`src/rtl/isa_pkg.sv`:
```
// ============================================================================
// Module      : isa_pkg
// Description : ISA constants, instruction field positions and the ID/EX
//               payload type shared by the decode/issue stage.
// Revision    : 1.0 - initial release
// ============================================================================
`default_nettype none

package isa_pkg;

    localparam int REG_W   = 8;
    localparam int ADDR_W  = 3;
    localparam int INSTR_W = 16;
    localparam int OP_W    = 4;
    localparam int IMM_W   = 8;

    // Instruction field positions (LSB of each field)
    localparam int OPC_LSB = 12;
    localparam int RD_LSB  = 9;
    localparam int RS1_LSB = 6;
    localparam int RS2_LSB = 3;
    localparam int IMM_LSB = 0;

    localparam logic [OP_W-1:0] OP_NOP  = 4'd0;
    localparam logic [OP_W-1:0] OP_ADD  = 4'd1;
    localparam logic [OP_W-1:0] OP_SUB  = 4'd2;
    localparam logic [OP_W-1:0] OP_AND  = 4'd3;
    localparam logic [OP_W-1:0] OP_OR   = 4'd4;
    localparam logic [OP_W-1:0] OP_XOR  = 4'd5;
    localparam logic [OP_W-1:0] OP_ADDI = 4'd6;
    localparam logic [OP_W-1:0] OP_LDI  = 4'd7;
    localparam logic [OP_W-1:0] OP_LD   = 4'd8;
    localparam logic [OP_W-1:0] OP_ST   = 4'd9;

    typedef struct packed {
        logic [OP_W-1:0]   op;
        logic [REG_W-1:0]  opa;
        logic [REG_W-1:0]  opb;
        logic [ADDR_W-1:0] destreg;
        logic              wen;
        logic              memrd;
        logic              memwr;
        logic              illegal;
        logic [REG_W-1:0]  store_data;
    } id_payload_t;

endpackage

`default_nettype wire

```
`src/rtl/decode_issue_stage_if.sv`:
```
// ============================================================================
// Module      : decode_issue_stage_if
// Description : Fetch-side and ID/EX-side valid/ready handshakes with payload.
//               slave = the decode stage, master = its environment.
// Revision    : 1.0 - initial release
// ============================================================================
`default_nettype none

interface decode_issue_stage_if;
    import isa_pkg::*;

    logic                in_valid;
    logic                in_ready;
    logic [INSTR_W-1:0]  instr;

    logic                id_valid;
    logic                id_ready;
    logic [OP_W-1:0]     id_op;
    logic [REG_W-1:0]    id_opa;
    logic [REG_W-1:0]    id_opb;
    logic [ADDR_W-1:0]   id_destreg;
    logic                id_wen;
    logic                id_memrd;
    logic                id_memwr;
    logic                id_illegal;
    logic [REG_W-1:0]    id_store_data;

    modport slave (
        input  in_valid, instr, id_ready,
        output in_ready, id_valid, id_op, id_opa, id_opb, id_destreg,
               id_wen, id_memrd, id_memwr, id_illegal, id_store_data
    );

    modport master (
        output in_valid, instr, id_ready,
        input  in_ready, id_valid, id_op, id_opa, id_opb, id_destreg,
               id_wen, id_memrd, id_memwr, id_illegal, id_store_data
    );

endinterface

`default_nettype wire

```
`src/rtl/decode_issue_stage_fwd.sv`:
```
// ============================================================================
// Module      : operand_forward
// Description : Three-way operand source priority: EX result, WB data,
//               register-file read data.
// Revision    : 1.0 - initial release
// ============================================================================
`default_nettype none

module operand_forward
    import isa_pkg::*;
(
    input  wire logic [ADDR_W-1:0] src_i,
    input  wire logic [REG_W-1:0]  rdata_i,
    input  wire logic              ex_wen_i,
    input  wire logic              ex_is_load_i,
    input  wire logic [ADDR_W-1:0] ex_destreg_i,
    input  wire logic [REG_W-1:0]  ex_result_i,
    input  wire logic              wb_write_i,
    input  wire logic [ADDR_W-1:0] wb_destreg_i,
    input  wire logic [REG_W-1:0]  wb_data_i,
    output logic      [REG_W-1:0]  data_o
);

    // A load in EX has no data yet, so it never forwards; the hazard unit
    // stalls instead. WB write-through covers the same-edge RF write.
    always_comb begin
        data_o = rdata_i;
        if (ex_wen_i && !ex_is_load_i && (ex_destreg_i == src_i)) begin
            data_o = ex_result_i;
        end else if (wb_write_i && (wb_destreg_i == src_i)) begin
            data_o = wb_data_i;
        end
    end

endmodule

`default_nettype wire

```
`src/rtl/decode_issue_stage.sv`:
```
// ============================================================================
// Module      : decode_issue_stage
// Description : ID stage - decode, RF address generation, operand forwarding,
//               load-use hazard detection and the ID/EX pipeline register.
// Revision    : 1.0 - initial release
// ============================================================================
`default_nettype none

module decode_issue_stage
    import isa_pkg::*;
#(
    parameter int STALL_CNT_W = 16,
    parameter bit IMM_EN      = 1'b1
) (
    input  wire logic                   clk,
    input  wire logic                   reset,
    decode_issue_stage_if.slave         bus,
    output logic      [ADDR_W-1:0]      srcreg1,
    output logic      [ADDR_W-1:0]      srcreg2,
    input  wire logic [REG_W-1:0]       rdata1,
    input  wire logic [REG_W-1:0]       rdata2,
    input  wire logic                   ex_wen,
    input  wire logic                   ex_is_load,
    input  wire logic [ADDR_W-1:0]      ex_destreg,
    input  wire logic [REG_W-1:0]       ex_result,
    input  wire logic                   wb_write,
    input  wire logic [ADDR_W-1:0]      wb_destreg,
    input  wire logic [REG_W-1:0]       wb_data,
    input  wire logic                   flush,
    output logic      [STALL_CNT_W-1:0] stall_count
);

    localparam logic [STALL_CNT_W-1:0] CNT_MAX = '1;
    localparam logic [STALL_CNT_W-1:0] CNT_ONE = {{(STALL_CNT_W-1){1'b0}}, 1'b1};

    logic [OP_W-1:0]   opcode;
    logic [ADDR_W-1:0] rd, rs1, rs2;
    logic [IMM_W-1:0]  imm;
    logic [REG_W-1:0]  fwd1, fwd2;
    logic              use1, use2;
    logic              hazard, adv, in_ready_w, accept;
    id_payload_t       dec_d, payload_q;
    logic              valid_q;
    logic [STALL_CNT_W-1:0] stall_q, stall_d;

    assign opcode  = bus.instr[OPC_LSB +: OP_W];
    assign rd      = bus.instr[RD_LSB  +: ADDR_W];
    assign rs1     = bus.instr[RS1_LSB +: ADDR_W];
    assign rs2     = bus.instr[RS2_LSB +: ADDR_W];
    assign imm     = bus.instr[IMM_LSB +: IMM_W];

    // ADDI reads its own destination as the first operand
    assign srcreg1 = (opcode == OP_ADDI) ? rd : rs1;
    assign srcreg2 = rs2;

    operand_forward u_fwd1 (
        .src_i(srcreg1), .rdata_i(rdata1),
        .ex_wen_i(ex_wen), .ex_is_load_i(ex_is_load),
        .ex_destreg_i(ex_destreg), .ex_result_i(ex_result),
        .wb_write_i(wb_write), .wb_destreg_i(wb_destreg), .wb_data_i(wb_data),
        .data_o(fwd1)
    );

    operand_forward u_fwd2 (
        .src_i(srcreg2), .rdata_i(rdata2),
        .ex_wen_i(ex_wen), .ex_is_load_i(ex_is_load),
        .ex_destreg_i(ex_destreg), .ex_result_i(ex_result),
        .wb_write_i(wb_write), .wb_destreg_i(wb_destreg), .wb_data_i(wb_data),
        .data_o(fwd2)
    );

    // Instruction decode into the ID/EX payload and source-use flags
    always_comb begin
        dec_d         = '0;
        dec_d.op      = opcode;
        dec_d.destreg = rd;
        use1          = 1'b0;
        use2          = 1'b0;
        case (opcode)
            OP_NOP: ;
            OP_ADD, OP_SUB, OP_AND, OP_OR, OP_XOR: begin
                use1      = 1'b1;
                use2      = 1'b1;
                dec_d.opa = fwd1;
                dec_d.opb = fwd2;
                dec_d.wen = 1'b1;
            end
            OP_ADDI: begin
                if (IMM_EN) begin
                    use1      = 1'b1;
                    dec_d.opa = fwd1;
                    dec_d.opb = imm;
                    dec_d.wen = 1'b1;
                end else begin
                    dec_d.illegal = 1'b1;
                end
            end
            OP_LDI: begin
                if (IMM_EN) begin
                    dec_d.opb = imm;
                    dec_d.wen = 1'b1;
                end else begin
                    dec_d.illegal = 1'b1;
                end
            end
            OP_LD: begin
                use1        = 1'b1;
                dec_d.opa   = fwd1;
                dec_d.memrd = 1'b1;
                dec_d.wen   = 1'b1;
            end
            OP_ST: begin
                use1             = 1'b1;
                use2             = 1'b1;
                dec_d.opa        = fwd1;
                dec_d.store_data = fwd2;
                dec_d.memwr      = 1'b1;
            end
            default: dec_d.illegal = 1'b1;
        endcase
    end

    assign hazard     = bus.in_valid && ex_wen && ex_is_load &&
                        ((use1 && (ex_destreg == srcreg1)) ||
                         (use2 && (ex_destreg == srcreg2)));
    assign adv        = !valid_q || bus.id_ready;
    // Gated by reset so fetch sees no acceptance while the stage is held
    assign in_ready_w = reset && adv && !hazard && !flush;
    assign accept     = bus.in_valid && in_ready_w;
    assign stall_d    = (hazard && !flush && (stall_q != CNT_MAX)) ? (stall_q + CNT_ONE) : stall_q;

    // ID/EX pipeline register: flush kills, otherwise load on advance
    always_ff @(posedge clk or negedge reset) begin
        if (!reset) begin
            valid_q   <= 1'b0;
            payload_q <= '0;
        end else if (flush) begin
            valid_q   <= 1'b0;
        end else if (adv) begin
            valid_q   <= accept;
            if (accept) begin
                payload_q <= dec_d;
            end
        end
    end

    // Saturating load-use stall counter
    always_ff @(posedge clk or negedge reset) begin
        if (!reset) begin
            stall_q <= '0;
        end else begin
            stall_q <= stall_d;
        end
    end

    assign stall_count       = stall_q;
    assign bus.in_ready      = in_ready_w;
    assign bus.id_valid      = valid_q;
    assign bus.id_op         = payload_q.op;
    assign bus.id_opa        = payload_q.opa;
    assign bus.id_opb        = payload_q.opb;
    assign bus.id_destreg    = payload_q.destreg;
    assign bus.id_wen        = payload_q.wen;
    assign bus.id_memrd      = payload_q.memrd;
    assign bus.id_memwr      = payload_q.memwr;
    assign bus.id_illegal    = payload_q.illegal;
    assign bus.id_store_data = payload_q.store_data;

endmodule

`default_nettype wire

```
`src/flat_wrapper.sv`:
```
// flat-port wrapper written by rule: the top's interface ports become plain ports
module decode_issue_stage_flat import isa_pkg::*;
#(
    parameter int STALL_CNT_W = 16,
    parameter bit IMM_EN      = 1'b1
)
  (clk, reset, srcreg1, srcreg2, rdata1, rdata2, ex_wen, ex_is_load, ex_destreg, ex_result, wb_write, wb_destreg, wb_data, flush, stall_count, bus_in_valid, bus_instr, bus_id_ready, bus_in_ready, bus_id_valid, bus_id_op, bus_id_opa, bus_id_opb, bus_id_destreg, bus_id_wen, bus_id_memrd, bus_id_memwr, bus_id_illegal, bus_id_store_data);
  decode_issue_stage_if bus_i ();
  input  wire logic clk;
  input  wire logic reset;
  output logic      [ADDR_W-1:0] srcreg1;
  output logic      [ADDR_W-1:0] srcreg2;
  input  wire logic [REG_W-1:0] rdata1;
  input  wire logic [REG_W-1:0] rdata2;
  input  wire logic ex_wen;
  input  wire logic ex_is_load;
  input  wire logic [ADDR_W-1:0] ex_destreg;
  input  wire logic [REG_W-1:0] ex_result;
  input  wire logic wb_write;
  input  wire logic [ADDR_W-1:0] wb_destreg;
  input  wire logic [REG_W-1:0] wb_data;
  input  wire logic flush;
  output logic      [STALL_CNT_W-1:0] stall_count;
  input wire logic [$bits(bus_i.in_valid)-1:0] bus_in_valid;
  input wire logic [$bits(bus_i.instr)-1:0] bus_instr;
  input wire logic [$bits(bus_i.id_ready)-1:0] bus_id_ready;
  output wire logic [$bits(bus_i.in_ready)-1:0] bus_in_ready;
  output wire logic [$bits(bus_i.id_valid)-1:0] bus_id_valid;
  output wire logic [$bits(bus_i.id_op)-1:0] bus_id_op;
  output wire logic [$bits(bus_i.id_opa)-1:0] bus_id_opa;
  output wire logic [$bits(bus_i.id_opb)-1:0] bus_id_opb;
  output wire logic [$bits(bus_i.id_destreg)-1:0] bus_id_destreg;
  output wire logic [$bits(bus_i.id_wen)-1:0] bus_id_wen;
  output wire logic [$bits(bus_i.id_memrd)-1:0] bus_id_memrd;
  output wire logic [$bits(bus_i.id_memwr)-1:0] bus_id_memwr;
  output wire logic [$bits(bus_i.id_illegal)-1:0] bus_id_illegal;
  output wire logic [$bits(bus_i.id_store_data)-1:0] bus_id_store_data;
  assign bus_i.in_valid = bus_in_valid;
  assign bus_i.instr = bus_instr;
  assign bus_i.id_ready = bus_id_ready;
  assign bus_in_ready = bus_i.in_ready;
  assign bus_id_valid = bus_i.id_valid;
  assign bus_id_op = bus_i.id_op;
  assign bus_id_opa = bus_i.id_opa;
  assign bus_id_opb = bus_i.id_opb;
  assign bus_id_destreg = bus_i.id_destreg;
  assign bus_id_wen = bus_i.id_wen;
  assign bus_id_memrd = bus_i.id_memrd;
  assign bus_id_memwr = bus_i.id_memwr;
  assign bus_id_illegal = bus_i.id_illegal;
  assign bus_id_store_data = bus_i.id_store_data;
  decode_issue_stage #(.STALL_CNT_W(STALL_CNT_W), .IMM_EN(IMM_EN)) u_core (.clk(clk), .reset(reset), .bus(bus_i), .srcreg1(srcreg1), .srcreg2(srcreg2), .rdata1(rdata1), .rdata2(rdata2), .ex_wen(ex_wen), .ex_is_load(ex_is_load), .ex_destreg(ex_destreg), .ex_result(ex_result), .wb_write(wb_write), .wb_destreg(wb_destreg), .wb_data(wb_data), .flush(flush), .stall_count(stall_count));
endmodule
```
`config.mk`:
```
export PLATFORM = sky130hd
export DESIGN_NAME = decode_issue_stage_flat
export DESIGN_NICKNAME = d
export VERILOG_FILES = /design/src/rtl/isa_pkg.sv /design/src/rtl/decode_issue_stage_if.sv /design/src/rtl/decode_issue_stage_fwd.sv /design/src/rtl/decode_issue_stage.sv /design/src/flat_wrapper.sv
export SDC_FILE = /design/constraint.sdc
export NUM_CORES = 1
export LEC_CHECK = 0
export BUFFER_PORTS_ARGS = -buffer_cell sky130_fd_sc_hd__buf_2
export CAP_MARGIN = 15
export CORE_MARGIN = 5
export CORE_UTILIZATION = 40
export CTS_BUF_LIST = sky130_fd_sc_hd__clkbuf_16
export DETAILED_ROUTE_END_ITERATION = 7
export GPL_ROUTABILITY_DRIVEN = 1
export PLACE_DENSITY = 0.69
export SYNTH_ARGS = -nofsm -noshare
export SYNTH_HDL_FRONTEND = slang
export SYNTH_HIERARCHICAL = 1
export SYNTH_SLANG_ARGS = --single-unit
```
`constraint.sdc`:
```
create_clock -name clk -period 2.45 [get_ports clk]
set_input_delay 0.49 -clock clk [delete_from_list [all_inputs] [get_ports clk]]
set_output_delay 0.49 -clock clk [all_outputs]
set_load 0.005 [all_outputs]
```
# Yosys cells after proc, flatten, opt, wreduce, memory -nomap -nowiden
# Cells that the tools add are included.
totals:
  register_bits: 52
  out_inout_bits: 59
classes:
  n_addsub: 1
  n_eq_ne: 14
  mux: 16
  bitwise: 1
  reduce_logical: 31
ops:
  columns: ["cell", "count"]
  rows:
  - ["8-bit 2-to-1 mux", 6]
  - ["16-bit by 1-bit adder with 16-bit output (second input constant)", 1]
  - ["4-bit by 3-bit equality test with 1-bit output (second input constant)", 4]
  - ["1-bit logical AND", 16]
  - ["16-bit inequality test (second input constant)", 1]
  - ["8-bit case mux with 2 select lines", 1]
  - ["8-bit OR reduction", 2]
  - ["3-bit equality test", 4]
  - ["10-bit OR reduction", 1]
  - ["4-bit by 2-bit equality test with 1-bit output (second input constant)", 2]
  - ["4-bit equality test (second input constant)", 2]
  - ["1-bit 2-to-1 mux", 8]
  - ["6-bit OR reduction", 1]
  - ["5-bit OR reduction", 1]
  - ["4-bit by 1-bit equality test with 1-bit output (second input constant)", 1]
  - ["1-bit logical NOT", 4]
  - ["4-bit logical NOT", 1]
  - ["3-bit 2-to-1 mux", 1]
  - ["3-bit AND reduction", 1]
  - ["1-bit logical OR", 2]
  - ["2-bit nonzero test", 1]
  - ["2-bit OR reduction", 1]
  - ["1-bit inverter", 1]

# Longest topological paths before layout
# Gate-level depths: netlist of the first run.
logic_depth:
  depth_word: 12
  depth_mapped: 11

# Modules after synthesis
# Netlist of the first run, hierarchy kept.
modules_own_cells:
  columns: ["module", "instances", "cells_per_inst", "area_each_um2", "seq_area_each_um2"]
  rows:
  - ["decode_issue_stage", 1, 264, 2829.0, 1301.2]
  - ["operand_forward", 2, 34, 247.7, 0.0]

# Least setup slack after synthesis of the first run
# No wires, ideal clock.
synth_path:
  path_type: "input -> register"
  from: "input port bus_instr[15]"
  to: "register u_core.payload_q, in the netlist u_core/bus.id_opa[0]"
  arrival_time_ns: 2.325
  required_ns: 2.367
  path_slack_ns: 0.043
  stages: 10
  path_buffers: 2
  path_cell_list: "buf_2 nor4bb_4 buf_6 mux2_2 xnor2_1 nand4_4 mux2i_1 a21oi_1 nand3_1 o21ai_0"
synth_between:
  elab_cells_between_ends: 29
synth_lines:
  columns: ["element", "line_no", "rtl"]
  rows:
  - ["start, declared", "flat_wrapper.sv:25", "input wire logic [$bits(bus_i.instr)-1:0] bus_instr;"]
  - ["4-bit by 3-bit equality test with 1-bit output *", "decode_issue_stage.sv:53", "assign srcreg1 = (opcode == OP_ADDI) ? rd : rs1;"]
  - ["3-bit 2-to-1 mux *", "decode_issue_stage.sv:53", null]
  - ["via srcreg1[0]", "flat_wrapper.sv:11", "output logic [ADDR_W-1:0] srcreg1;"]
  - ["3-bit equality test", "decode_issue_stage_fwd.sv:30", "end else if (wb_write_i && (wb_destreg_i == src_i)) begin"]
  - ["1-bit logical AND", "decode_issue_stage_fwd.sv:30", null]
  - ["8-bit 2-to-1 mux", "decode_issue_stage_fwd.sv:30", null]
  - ["8-bit 2-to-1 mux *", "decode_issue_stage_fwd.sv:28", "if (ex_wen_i && !ex_is_load_i && (ex_destreg_i == src_i)) begin"]
  - ["via u_core.fwd1[0]", "decode_issue_stage.sv:39", "logic [REG_W-1:0] fwd1, fwd2;"]
  - ["8-bit 2-to-1 mux *", null, null]
  - ["end signal, assigned", "decode_issue_stage.sv:136", "payload_q <= '0;"]
  - ["end signal, assigned", "decode_issue_stage.sv:142", "payload_q <= dec_d;"]
  - ["end, declared", "decode_issue_stage.sv:42", "id_payload_t dec_d, payload_q;"]
# Mark *: on every way through the listed nets, which the timed path passes. The rest lies on a longest branch.
# A chain may end at the register's enable or synchronous reset.

# Worst setup path in the final report of the first run
layout_path:
  from: "input port bus_instr[12]"
  to: "output port bus_in_ready"
layout_between:
  elab_chain_cells: 9
  elab_cells_between_ends: 21
layout_lines:
  columns: ["element", "line_no", "rtl"]
  rows:
  - ["4-bit equality test (tied with other cells)", "decode_issue_stage.sv:79", "case (opcode)"]
  - ["8-bit OR reduction (no line) (tied with other cells)", null, null]
  - ["1-bit 2-to-1 mux (tied with other cells)", null, null]
  - ["1-bit logical AND, on equally long branches", "decode_issue_stage.sv:124, decode_issue_stage.sv:125", null]
  - ["1-bit logical OR *", "decode_issue_stage.sv:124", "((use1 && (ex_destreg == srcreg1)) ||"]
  - ["1-bit logical AND *", "decode_issue_stage.sv:123", "assign hazard = bus.in_valid && ex_wen && ex_is_load &&"]
  - ["1-bit logical NOT *", "decode_issue_stage.sv:128", "assign in_ready_w = reset && adv && !hazard && !flush;"]
  - ["1-bit logical AND * (2 in series)", "decode_issue_stage.sv:128", null]
  - ["end, declared", "flat_wrapper.sv:27", "output wire logic [$bits(bus_i.in_ready)-1:0] bus_in_ready;"]
# Every way passes the cells marked *; elsewhere a longest branch is shown, timed or not.

==> flow_summary.toml, run 1 <==
[status]
status = "finished, final reports clean"

[pwr]
power.internal_mw = 1.95
p_leak_nw = 2.26
switching_share_pct = 24.9
p_sw_uw = 647
ir_drop_uv = 304
power_frac_clock_pct = 38.6
power_density_nw_per_um2 = 593
p_comb_share_pct = 22.3
seqPwrFrac_pct = 39.0

[sta]
slew_headroom_pct = 53.7
holdWs_ns = 0.371
setup_violations = 0
layout_min_cycle_time_ns = 2.41
rsz0062_at_grt = "true"
drv_slew = 0
tns_ns = 0
worst_slew_pin_slew_ns = 0.693
skew_ns = 0.00418
hold_violations = 0
period_share_pct = 98.4
fmax_mhz = 415

[synthesis]
synthArstFlopShare_pct = 100
synth_area_um2 = 3320
synth_area_leaders = "dfrtp_1, xnor2_1, mux2_4"
synth_compound_area_share_pct = 10.7
ys.flop_type = "dfrtp_1"
yosysMostFrequentCell = "dfrtp_1"
synth_cell_types = 40
ys_ff_latch = 52
syn_inst = 332
synthMuxAreaShare_pct = 15.1
yosysWarningCount = 6
synth_top_area_share_pct = 39.1
synth_top_family_by_area = "simple AND/OR/NAND/NOR gates"
mappedNetlistNets = 395
synthAdderAreaFrac_pct = 0.376
ys_seq_area_share_pct = 39.1
synth_edf_count = 0
syn_area_per_cell_um2 = 10.0
synth-simple-area-share_pct = 19.4
yosys.area.top_type = "dfrtp_1"
synthTopCellsByCount = "dfrtp_1, nor2_1, xnor2_1"
synth-xor-area-share_pct = 8.69

[detailed_routing]
drt_iter0_markers = 95
dr.pass1.iters = 5
wl_um = 9420
num_vias = 2965
drc = 0
wl_per_cell_um = 16.4
vias_per_cell = 5.17
postRouteAntennaNets = 0

[place]
dpl_cell_area_um2 = 4140
dp_hpwl_um = 7340
gp_congestion = 0.885
numPortBuffers = 120

[worst_setup_path]
slowest_delay_ns = 0.27
end_kind = "output pin"
path_max_fanout = 4
r2r_start = "u_core/stall_count[6]$_DFFE_PN0P_"
startpoint = "bus_instr[12]"
critPathSlowestCell = "nor4bb_4"
crit_arrival_ns = 1.92
reg2reg_depth = 5
start_kind = "input port"
critical_path.cell_chain = "buf_2, nor4bb_4, buf_4, buf_4, mux2i_2, nand4b_1, o21a_1, buf_2"
crit_required_ns = 1.96
regToRegEndpoint = "u_core/stall_count[9]$_DFFE_PN0P_"
critPathKind = "in2out"
critPathCapture = "bus_in_ready"
r2r_setup_slack_ns = 0.39

[die]
fp.dieH_um = 101
initial_core_util_pct = 40.7
die_area_um2 = 10200
die_w_um = 101
core-area_um2 = 8180
rows = 33
pin_count = 121

[cells_and_area]
nets = 531
final-seq-area_um2 = 1300
drive_above_1_share_pct = 42.0
fill_cells = 762
area_growth_pct = 31.6
multiInputGateArea_um2 = 1820
diodes = 0
design_area_um2 = 4380

[clock_tree]
path_clk_slew_ns = 0.07
hold_buffers = 0
clkSinkCount = 52
h-tree-depth = 2
tritoncts = "yes"
root_buffer = "clkbuf_16"
cts_buffer_depth = 2
clock_latency_ns = 0.29
numCtsBuffers = 5

[global_route]
grt_pass1_wl_um = 14700
grt_start_max_net_pins = 53
antenna_found_initial = 0
grt_pass1_vias = 2907
grt_usage_pct = 18.2
grt_overflow = 0

[worst_hold_path]
hold_path_class = "in2async"

[job]
maxCapViolations = 0
==> worst max-delay path, delay by kind of cell <==
kind | cells | cell delay [ns]
buffers and inverters | 4 | 0.56
and+or+nand+nor | 2 | 0.45
muxes | 1 | 0.22
AOI/OAI and AO/OA | 1 | 0.21
==> cells in the final DEF, fill, tap and decap left out, types with 2 or more instances in the layout <==
cell type / netlist / final
buf_2: 3 / 120
dfrtp_1: 52 / 52
nor2_1: 35 / 35
xnor2_1: 33 / 32
a21oi_1: 27 / 27
buf_4: 4 / 26
mux2i_1: 19 / 18
mux2_4: 17 / 17
nand3_1: 17 / 17
inv_1: 15 / 15
nor2b_1: 14 / 14
o21ai_0: 11 / 11
nand2_1: 10 / 10
nor4_1: 9 / 9
a31o_2: 8 / 8
nand4_1: 6 / 6
and3_1: 6 / 6
clkbuf_16: 0 / 5
mux2_2: 5 / 5
and4_1: 4 / 4
bufinv_16: 0 / 3
nor3_1: 3 / 3
buf_12: 0 / 3
o221ai_1: 2 / 2
a31oi_1: 2 / 2
nand4_2: 2 / 2
nand4_4: 2 / 2
==> power groups by stage <==
stage	clock network, mW	logic [mW]	registers, mW
floorplan	0	0.299	1.04
global placement	0	0.572	1.03
detailed placement	0	0.582	1.03
CTS	1.02	0.585	1.01
global route	1.06	0.635	1.03
finish	1.00	0.580	1.01
==> state kept, by name (all words and copies together), names as in the netlist <==
name,count
u_core/bus.id_illegal,1
u_core/bus.id_valid,1
u_core/bus.id_op,4
u_core/bus.id_store_data,8
u_core/bus.id_memrd,1
u_core/bus.id_opb,8
u_core/bus.id_memwr,1
u_core/stall_count,16
u_core/bus.id_destreg,3
u_core/bus.id_opa,8
u_core/bus.id_wen,1
==> worst min-delay path by stage <==
stage,from,to,slack (ns),cells past startpoint
floorplan,reset,u_core/bus.id_destreg[0]$_DFFE_PN0P_,0.19,0
global placement,u_core/stall_count[11]$_DFFE_PN0P_,u_core/stall_count[11]$_DFFE_PN0P_,0.47,1
detailed placement,u_core/stall_count[9]$_DFFE_PN0P_,u_core/stall_count[9]$_DFFE_PN0P_,0.48,1
CTS,reset,u_core/stall_count[3]$_DFFE_PN0P_,0.41,2
global route,reset,u_core/bus.id_opb[3]$_DFFE_PN0P_,0.44,2
finish,reset,u_core/bus.id_destreg[1]$_DFFE_PN0P_,0.37,2
==> layer usage <==
metal	share of wire (%)	global-route usage, %	vias up
met5	0	0	-
met4	1.8	5.83	0
met3	7.9	4.68	12
met2	47	29.5	101
met1	43	23.8	1411
li1	-	-	1441
==> cells by family after synthesis <==
logic type	Yosys count
AO/OA/AOI/OAI	57
XOR/XNOR	33
adder cells (fa/ha/maj)	1
buffers and inverters	35
flip-flops	52
multiplexers	41
AND/OR/NAND/NOR	113
==> through the flow <==
| step | utilization [%] | worst slack, ns | power [mW] | instances |
|---|---|---|---|---|
| detailed placement | 50.7 | -0.136 | 1.61 | 565 |
| floorplan | - | 0.0425 | 1.33 | 332 |
| global route | 53.5 | -0.00280 | 2.72 | 574 |
| finish | 53.5 | 0.0381 | 2.60 | 574 |
| global placement | 50.7 | -0.0501 | 1.60 | 565 |
| CTS | 53.3 | 0.0147 | 2.62 | 573 |
==> layout make-up <==
| cell class | count | share of cell area (%) |
|---|---|---|
| Multi-Input combinational cell | 245 | 41.5 |
| Sequential cell | 52 | 29.7 |
| Timing Repair Buffer | 149 | 19.6 |
| Tap cell | 105 | 3.00 |
| Clock buffer | 5 | 2.86 |
| Clock inverter | 3 | 2.06 |
| Inverter | 15 | 1.29 |
==> what timing repair did <==
item | CTS | global route
hold endpoints to repair | 0 | 0
gates resized for setup | 0 | 2
setup buffers | 0 | 1
endpoints found under the setup margin | 0 | 2
Power figures use the tool's default switching activity.
==> inputs of run 2 (changes only) <==
Settings changed: REMOVE_ABC_BUFFERS set to 1.
==> run 2 against run 1 <==
  * Sequential cell count unchanged
  * Final cell count is 1.6% lower
  * Non-clock buffer count shrank 9
  * Largest cell class unchanged
  * Highest routed layer unchanged
==> flow_summary.toml, run 2 (synthesis results as in run 1) <==
[cells_and_area]
final-seq-area_um2 = 1300
diodes = 0
largest_reg_flops = 16
mostFrequentLayoutCell = "buf_2"
drive_above_1_share_pct = 40.7
layout_common_cells = "buf_2, dfrtp_1, nor2_1"
area_growth_pct = 27.1
multiInputGateArea_um2 = 1810
fill_cells = 777
nets = 522
final_core_util_pct = 51.7
design_area_um2 = 4220

[die]
die_area_um2 = 10200
initial_core_util_pct = 40.7
core-area_um2 = 8180
fp.dieH_um = 101
die_w_um = 101
rows = 33
pin_count = 121

[global_route]
grt_overflow = 0
grt_pass1_vias = 2776
grt_usage_pct = 17.3
grt_pass1_wl_um = 14200
antenna_found_initial = 0
grt_start_max_net_pins = 53

[pwr]
p_leak_nw = 2.18
seqPwrFrac_pct = 44.4
p_sw_uw = 655
power.internal_mw = 1.63
power_density_nw_per_um2 = 541
switching_share_pct = 28.6
p_total_mw = 2.29
p_comb_share_pct = 24.7
power_frac_clock_pct = 30.9
ir_drop_uv = 314

[sta]
slew_headroom_pct = 31.3
layout_min_cycle_time_ns = 2.34
rsz0062_at_grt = "false"
holdWs_ns = 0.357
setup_violations = 0
tns_ns = 0
worst_slew_pin_slew_ns = 1.02
fmax_mhz = 428
hold_violations = 0
skew_ns = 0.00825
drv_slew = 0
period_share_pct = 95.4

[clock_tree]
numCtsBuffers = 5
clock_latency_ns = 0.29
root_buffer = "clkbuf_16"
cts_buffer_depth = 2
path_clk_slew_ns = 0.07
h-tree-depth = 2
hold_buffers = 0
cts_setup_buffers = 0
clkSinkCount = 52
tritoncts = "yes"

[worst_setup_path]
end_kind = "output pin"
start_kind = "input port"
cp.buffers_inverters = 3
critPathKind = "in2out"
critPathMostFrequentCell = "buf_2"
path_max_fanout = 19
critical_path.cell_chain = "buf_2, buf_4, o21ai_1, nand4_1, o41a_1, o21a_1, buf_2"
crit_arrival_ns = 1.85
crit_required_ns = 1.96
slowest_delay_ns = 0.45
path_delay_family = "compound AO/OA/AOI/OAI gates"
critPathSlowestCell = "o41a_1"

[detailed_routing]
num_vias = 2929
drc = 0
postRouteAntennaNets = 0
wl_per_cell_um = 15.9
vias_per_cell = 5.18
dr.pass1.iters = 4
wl_um = 9000
drt_iter0_markers = 138

[place]
gp_congestion = 0.823
dp_hpwl_um = 6980
dpl_cell_area_um2 = 4070
numPortBuffers = 120

[status]
status = "finished, final reports clean"

[worst_hold_path]
hold_path_class = "in2async"

[job]
maxCapViolations = 0
==> run 2: cell count changes in the layout (fill, tap and decap cells not counted) <==
cell / change
bufinv_16: -3
clkinv_4: +1
mux2i_1: +1
mux2i_2: -1
clkinv_2: +1
inv_6: +1
buf_12: -1
buf_4: -8
==> run 2: final timing paths <==
path | slack, ns | cells past startpoint | end | start
setup / recovery | 0.11 | 7 | bus_in_ready | bus_instr[14]
hold reg to reg | 0.50 | 1 | u_core/stall_count[15]$_DFFE_PN0P_ | u_core/stall_count[15]$_DFFE_PN0P_
max in group asynchronous | 1.64 | 2 | u_core/bus.id_destreg[0]$_DFFE_PN0P_ | reset
setup reg to reg | 0.57 | 5 | u_core/bus.id_wen$_DFFE_PN0P_ | u_core/bus.id_valid$_DFFE_PN0P_
hold / removal | 0.36 | 2 | u_core/bus.id_memwr$_DFFE_PN0P_ | reset
min in group clk | 0.44 | 2 | u_core/bus.id_valid$_DFFE_PN0P_ | flush
==> run 2: per-layer routing <==
metal / track usage [%] / wire length, µm
met5: 0 / 0
met4: 3.78 / 97
met3: 3.03 / 533
met2: 27.2 / 4070
met1: 25.2 / 4300
==> run 2: what timing repair did <==
action	in CTS	in global routing
resized for setup	0	1
hold endpoints to repair	0	0
endpoints found under the setup margin	0	5
==> run 2: power by group through the flow <==
| stage | Clock [mW] | Combinational (mW) | Sequential [mW] |
|---|---|---|---|
| final | 0.707 | 0.564 | 1.02 |
| after global routing | 0.755 | 0.623 | 1.03 |
| after CTS | 0.733 | 0.570 | 1.02 |
| after detailed placement | 0 | 0.566 | 1.03 |
| after global placement | 0 | 0.558 | 1.03 |
| after floorplan | 0 | 0.271 | 1.04 |
==> run 2: final cells by class <==
| cell class | instances | share of cell area [%] |
|---|---|---|
| clock buffer | 5 | 2.96 |
| clock inverter | 3 | 0.533 |
| inverter | 15 | 1.33 |
| multi-input combinational | 245 | 42.9 |
| sequential | 52 | 30.8 |
| tap | 105 | 3.11 |
| timing repair buffer | 140 | 18.4 |
==> run 2: through the flow <==
stage          std cells  worst slack [ns]
2_1_floorplan        312            -0.372
3_3_place_gp         557           -0.0766
3_5_place_dp         557            -0.194
4_1_cts              565            0.0904
5_1_grt              565            0.0162
6_report             565             0.112
==> run 2: worst reg2reg max path, delay by kind of cell, from the launching register on <==
kind | cells | cell delay, ns
compound gates | 3 | 0.83
buf+inv | 1 | 0.22
flops | 1 | 0.40
mux | 1 | 0.32
